<file path="config.mk">
export PLATFORM = sky130hd
export DESIGN_NAME = output_arbiter_flat
export DESIGN_NICKNAME = d
export VERILOG_FILES = /design/src/rtl/output_arbiter_if.sv /design/src/rtl/output_arbiter.sv /design/src/flat_wrapper.sv
export SDC_FILE = /design/constraint.sdc
export NUM_CORES = 1
export LEC_CHECK = 0
export BUFFER_PORTS_ARGS = -buffer_cell sky130_fd_sc_hd__buf_2
export CORE_UTILIZATION = 40
export CTS_CLUSTER_SIZE = 20
export DETAILED_ROUTE_END_ITERATION = 10
export PLACE_DENSITY_LB_ADDON = 0.08
export SLEW_MARGIN = 30
export SYNTH_ARGS = -nofsm -noshare
export SYNTH_HDL_FRONTEND = slang
export SYNTH_SLANG_ARGS = --single-unit
</file>
<file path="constraint.sdc">
create_clock -name clk -period 2.8 [get_ports clk]
set_clock_uncertainty 0.05 [all_clocks]
set_input_delay 0.14 -clock clk [delete_from_list [all_inputs] [get_ports clk]]
set_output_delay 0.14 -clock clk [all_outputs]
set_load 0.02 [all_outputs]
</file>
<file path="src/rtl/output_arbiter_if.sv">
// Bus bundle between the four requesting input ports, the output link and
// one output_arbiter instance. The arbiter uses the slave side.
interface output_arbiter_if #(
  parameter int FLIT_W = 34
);
  logic [4*FLIT_W-1:0] req_flit;
  logic [3:0]          req_valid;
  logic [3:0]          block;
  logic [FLIT_W-1:0]   out_flit;
  logic                out_valid;
  logic                credit_in;
  logic                err;

  modport master (
    output req_flit, req_valid, credit_in,
    input  block, out_flit, out_valid, err
  );

  modport slave (
    input  req_flit, req_valid, credit_in,
    output block, out_flit, out_valid, err
  );
endinterface

</file>
<file path="src/rtl/output_arbiter.sv">
// Output stage of one mesh-router port: round-robin arbitration among four
// requesters with wormhole locking, a registered output link under
// credit-based flow control, and per-requester block signals.
module output_arbiter #(
  parameter int FLIT_W    = 34,
  parameter int BUF_DEPTH = 4,
  parameter int CNT_W     = 3
) (
  input  logic           clk,
  input  logic           rst,
  output_arbiter_if.slave bus
);

  localparam logic [0:0] ST_IDLE   = 1'b0;
  localparam logic [0:0] ST_LOCKED = 1'b1;

  localparam logic [1:0] TYPE_BODY   = 2'b00;
  localparam logic [1:0] TYPE_HEAD   = 2'b01;
  localparam logic [1:0] TYPE_TAIL   = 2'b10;
  localparam logic [1:0] TYPE_SINGLE = 2'b11;

  localparam logic [CNT_W-1:0] CREDIT_FULL = CNT_W'(BUF_DEPTH);
  localparam logic [CNT_W-1:0] CREDIT_ONE  = CNT_W'(1);

  logic [0:0]        state_q,     state_d;
  logic [1:0]        owner_q,     owner_d;
  logic [1:0]        rr_ptr_q,    rr_ptr_d;
  logic [CNT_W-1:0]  credits_q,   credits_d;
  logic [FLIT_W-1:0] out_flit_q,  out_flit_d;
  logic              out_valid_q, out_valid_d;
  logic              err_q,       err_d;

  logic [3:0]        cand_s;
  logic [7:0]        dbl_s;
  logic [3:0]        rot_s;
  logic [1:0]        off_s;
  logic              grant_s;
  logic [1:0]        grant_idx_s;
  logic [3:0]        accept_s;
  logic [FLIT_W-1:0] acc_flit_s;
  logic [1:0]        acc_type_s;

  // Candidates for a new packet: valid requesters presenting a head or single
  // (both types have the low type bit set).
  always_comb begin
    cand_s = 4'b0000;
    for (int i = 0; i < 4; i++) begin
      cand_s[i] = bus.req_valid[i] & bus.req_flit[i*FLIT_W + FLIT_W - 2];
    end
  end

  // Rotate candidates so rr_ptr sits at bit 0, then pick the lowest set bit.
  always_comb begin
    dbl_s = {cand_s, cand_s} >> rr_ptr_q;
    rot_s = dbl_s[3:0];
    casez (rot_s)
      4'b???1: off_s = 2'd0;
      4'b??10: off_s = 2'd1;
      4'b?100: off_s = 2'd2;
      4'b1000: off_s = 2'd3;
      default: off_s = 2'd0;
    endcase
  end

  // Grant decision: locked ports serve only the owner; no credit, no grant.
  always_comb begin
    grant_s     = 1'b0;
    grant_idx_s = rr_ptr_q;
    case (state_q)
      ST_IDLE: begin
        grant_s     = (|cand_s) && (credits_q != {CNT_W{1'b0}});
        grant_idx_s = rr_ptr_q + off_s;
      end
      ST_LOCKED: begin
        grant_s     = bus.req_valid[owner_q] && (credits_q != {CNT_W{1'b0}});
        grant_idx_s = owner_q;
      end
      default: begin
        grant_s     = 1'b0;
        grant_idx_s = rr_ptr_q;
      end
    endcase
    if (grant_s) begin
      accept_s = 4'b0001 << grant_idx_s;
    end else begin
      accept_s = 4'b0000;
    end
    acc_flit_s = bus.req_flit[grant_idx_s*FLIT_W +: FLIT_W];
    acc_type_s = acc_flit_s[FLIT_W-1 -: 2];
  end

  // Next-state: FSM, round-robin pointer, output register, credits, error.
  always_comb begin
    state_d     = state_q;
    owner_d     = owner_q;
    rr_ptr_d    = rr_ptr_q;
    credits_d   = credits_q;
    out_flit_d  = out_flit_q;
    out_valid_d = 1'b0;
    err_d       = err_q;

    if (grant_s) begin
      out_flit_d  = acc_flit_s;
      out_valid_d = 1'b1;
      if (state_q == ST_IDLE) begin
        rr_ptr_d = grant_idx_s + 2'd1;
        if (acc_type_s == TYPE_HEAD) begin
          state_d = ST_LOCKED;
          owner_d = grant_idx_s;
        end else begin
          state_d = ST_IDLE;
        end
      end else begin
        case (acc_type_s)
          TYPE_TAIL:   state_d = ST_IDLE;
          TYPE_HEAD:   err_d   = 1'b1;
          TYPE_SINGLE: err_d   = 1'b1;
          TYPE_BODY:   state_d = ST_LOCKED;
          default:     state_d = ST_LOCKED;
        endcase
      end
    end else begin
      out_valid_d = 1'b0;
    end

    // A simultaneous accept and returned credit cancel out.
    if (grant_s && !bus.credit_in) begin
      credits_d = credits_q - CREDIT_ONE;
    end else if (!grant_s && bus.credit_in) begin
      if (credits_q == CREDIT_FULL) begin
        err_d = 1'b1;
      end else begin
        credits_d = credits_q + CREDIT_ONE;
      end
    end else begin
      credits_d = credits_q;
    end
  end

  // State registers; reset abandons any packet in flight.
  always_ff @(posedge clk or posedge rst) begin
    if (rst) begin
      state_q     <= ST_IDLE;
      owner_q     <= 2'd0;
      rr_ptr_q    <= 2'd0;
      credits_q   <= CREDIT_FULL;
      out_flit_q  <= {FLIT_W{1'b0}};
      out_valid_q <= 1'b0;
      err_q       <= 1'b0;
    end else begin
      state_q     <= state_d;
      owner_q     <= owner_d;
      rr_ptr_q    <= rr_ptr_d;
      credits_q   <= credits_d;
      out_flit_q  <= out_flit_d;
      out_valid_q <= out_valid_d;
      err_q       <= err_d;
    end
  end

  assign bus.block     = bus.req_valid & ~accept_s;
  assign bus.out_flit  = out_flit_q;
  assign bus.out_valid = out_valid_q;
  assign bus.err       = err_q;

endmodule

</file>
<file path="src/flat_wrapper.sv">
// flat-port wrapper written by rule: the top's interface ports become plain ports
module output_arbiter_flat 
#(
  parameter int FLIT_W    = 34,
  parameter int BUF_DEPTH = 4,
  parameter int CNT_W     = 3
)
  (clk, rst, bus_req_flit, bus_req_valid, bus_credit_in, bus_block, bus_out_flit, bus_out_valid, bus_err);
  output_arbiter_if #(.FLIT_W(FLIT_W)) bus_i ();
  input  logic clk;
  input  logic rst;
  input wire logic [$bits(bus_i.req_flit)-1:0] bus_req_flit;
  input wire logic [$bits(bus_i.req_valid)-1:0] bus_req_valid;
  input wire logic [$bits(bus_i.credit_in)-1:0] bus_credit_in;
  output wire logic [$bits(bus_i.block)-1:0] bus_block;
  output wire logic [$bits(bus_i.out_flit)-1:0] bus_out_flit;
  output wire logic [$bits(bus_i.out_valid)-1:0] bus_out_valid;
  output wire logic [$bits(bus_i.err)-1:0] bus_err;
  assign bus_i.req_flit = bus_req_flit;
  assign bus_i.req_valid = bus_req_valid;
  assign bus_i.credit_in = bus_credit_in;
  assign bus_block = bus_i.block;
  assign bus_out_flit = bus_i.out_flit;
  assign bus_out_valid = bus_i.out_valid;
  assign bus_err = bus_i.err;
  output_arbiter #(.FLIT_W(FLIT_W), .BUF_DEPTH(BUF_DEPTH), .CNT_W(CNT_W)) u_core (.clk(clk), .rst(rst), .bus(bus_i));
endmodule
</file>
==> results.toml <==
[logic_synthesis]
synth_top_family_by_area = "compound AO/OA/AOI/OAI gates"
syn_avg_cell_area_um2 = 8.37
syn_area_um2 = 3110
synth_area_leaders = "dfrtp_1 35%, mux2i_1 12%, nand2_1 9.2%"
synth-seq-cells = 44
synthAdderAreaFrac_pct = 3.46
synthSimpleGateAreaFrac_pct = 18.6
ys_seq_area_share_pct = 35.5
synth_nets = 522
synth_common_cells = "76 x nand2_1, 43 x a21oi_1, 43 x dfrtp_1, 38 x mux2i_1, 36 x nand3_1"
synth_xor_xnor_area_share_pct = 1.09
synth_compound_gate_area_share_pct = 20.9
yosys.cell_count.top_type = "nand2_1"
synth_edf_count = 0
async_flop_share_pct = 100
synth_top_area_share_pct = 34.6
synthMuxAreaShare_pct = 14.8
ys_types = 43
syn_inst = 371
synth_warnings = 0
yosys.area.top_type = "dfrtp_1"
ys.flop_type = "dfrtp_1"

[hold_path]
min_path_type = "input pin to flip-flop"

[worst_setup_path]
crit_path_start_kind = "flip-flop"
cp.required_ps = 2610
arrival_ps = 2500
r2r_slack_ps = 130
end_kind = "output port"
worstSetupPathType = "flip-flop to output port"
worstPathMaxFanout = 7

[grt]
grt_util_all_layers_pct = 24.3
grt_max_degree = 74
grt_pass1_vias = 3342
grt_first_pass_wirelength_um = 16000
grt_remaining_overflow = 0
antenna_found_initial = 0

[status]
status = "complete, no violations"

[floorplanning]
die-area_um2 = 8120
rows = 31
die_y_um = 90.1
die_x_um = 90.1
start_util_pct = 42.2
core-area_um2 = 7370
ios = 183

[power]
p_seq_share_pct = 17.7
power.density_nw_per_um2 = 1610
pwr-share-clk_pct = 6.0
p_leak_nw = 2.21
switching_share_pct = 50.5
p_sw_mw = 3.56
p_comb_share_pct = 76.3
power.internal_mw = 3.49
vdd_drop_max_v = 0.000692

[place]
dp_slack_ps = 49.8
hpwl_um = 7170
gp_congestion = 0.843
port_buffers = 182

[finish]
diodes = 0
area_growth_pct = 40.7
final_layout_size_suffix_gt1_share_pct = 42.6
nets = 706
fin_util_pct = 59.3

[flow_run]
max_cap_viol_count = 0

[sta]
setup_slack_ps = 111
slew_violations = 0
slew-limit-headroom_pct = 48.1
finalSetupViolations = 0
min_period_ps = 2690
final-hold-violation-count = 0
fin_crit_sh_pct = 96.0
rsz0062_at_grt = "true"
fmax_ghz = 0.372
tightest_slew_ps = 778

[clocking]
ctsRootBufferMaster = "clkbuf_8"
clk_pin_slew_ps = 90
cts_tree = "built"
clock_sinks = 44
cts_buffer_depth = 2
clk_latency_ps = 300
numCtsBuffers = 5
htree_num_levels = 2

[route]
totalWireLength_um = 9960
postRouteAntennaNets = 0
wire_per_inst_um = 15.2
drc = 0
num_vias = 3446
dr.pass1.iters = 4
via_per_inst = 5.26
drt_iter0_drc = 125
==> logic make-up (layout without fill, tap and decap cells) <==
logic type      after synthesis  count (layout)
compound gates              105             105
xor+xnor                      3               3
fa+ha+maj                     8               8
buf+inv                      37             222
flops                        44              44
mux                          43              43
simple gates                131             131
==> layout make-up <==
| class | instances | area (µm²) |
|---|---|---|
| Clock buffer | 7 | 86.3 |
| Clock inverter | 1 | 7.51 |
| Fill cell | 709 | 3000 |
| Inverter | 11 | 42.5 |
| Multi-Input combinational cell | 290 | 1880 |
| Sequential cell | 44 | 1110 |
| Tap cell | 99 | 124 |
| Timing Repair Buffer | 203 | 1120 |
==> routing by layer <==
layer / wire, µm / vias up / global-route usage [%]
met4: 94 / 0 / 5.65
li1: - / 1707 / -
met3: 557 / 9 / 5.50
met1: 4210 / 1614 / 30.6
met2: 5100 / 116 / 42.1
met5: 0 / - / 0
==> flip-flops by register name, indices dropped and copies added, names as in the netlist <==
signal,cells
u_core.bus.err,1
u_core.owner_q,2
u_core.bus.out_valid,1
u_core.rr_ptr_q,2
u_core.bus.out_flit,34
u_core.state_q,1
u_core.credits_q,3
==> power by group through the flow <==
stage	logic (mW)	clock network, mW	registers (mW)
final	5.38	0.421	1.25
after CTS	5.23	0.432	1.24
after global placement	4.93	0	1.24
after detailed placement	5.00	0	1.24
after global routing	5.90	0.461	1.29
after floorplan	3.51	0	1.53
==> worst max-delay path: stages (launching register included) <==
cell      delay, ps
dfrtp_2         460
buf_4           160
buf_4           130
nand4_1          70
o211ai_1        110
ha_2            220
xnor2_2         150
xnor2_2         160
mux2i_4         220
inv_2            80
ha_2            190
a21boi_2        140
buf_6           130
==> repair_timing <==
item                       CTS  global route
pin swaps                    1             6
cloned                       1             0
resized for setup            6            14
buffers inserted             2             4
setup endpoints to repair    4             8
hold buffers                 0             1
hold endpoints to repair     0            43
==> path summary, 6_finish.rpt <==
path / from / endpoint / cells after the start
worst max-delay path: u_core.rr_ptr_q[0] / bus_block[0] / 12
worst min-delay path: bus_req_flit[108] / u_core.bus.out_flit[6] / 3
worst max register to register: u_core.rr_ptr_q[0] / u_core.owner_q[0] / 11
worst min register to register: u_core.bus.err / u_core.bus.err / 2
max in group asynchronous: rst / u_core.rr_ptr_q[0] / 3
min in group asynchronous: rst / u_core.bus.out_flit[0] / 3
==> stage by stage <==
stage	total power [mW]	setup TNS [ps]	instances	hold slack (ps)	area (µm²)
final	7.05	0	655	87.2	4370
after global routing	7.65	-83.5	655	79.8	4370
after CTS	6.91	0	650	31.5	4290
after global placement	6.17	0	639	361	4140
after floorplan	5.04	-91.7	371	280	3140
after detailed placement	6.23	0	639	376	4140
==> cell usage in the layout, fill, tap and decap left out, drive strengths merged, types with 2 or more instances in the layout <==
cell | Yosys | final
o211ai | 2 | 2
mux2i | 39 | 39
a21o | 2 | 2
nor3b | 3 | 3
nand3 | 36 | 36
a32o | 2 | 2
nor2 | 5 | 5
ha | 7 | 7
a211oi | 5 | 5
a21oi | 43 | 43
a21boi | 4 | 4
xnor2 | 2 | 2
or2 | 2 | 2
nand4 | 3 | 3
dfrtp | 43 | 43
clkbuf | 14 | 7
inv | 11 | 10
o21ai | 5 | 5
a22o | 4 | 4
mux2 | 3 | 3
nor3 | 4 | 4
o22ai | 32 | 32
buf | 12 | 201
nand2 | 76 | 76
No activity file was read; power rests on OpenSTA's default activity.
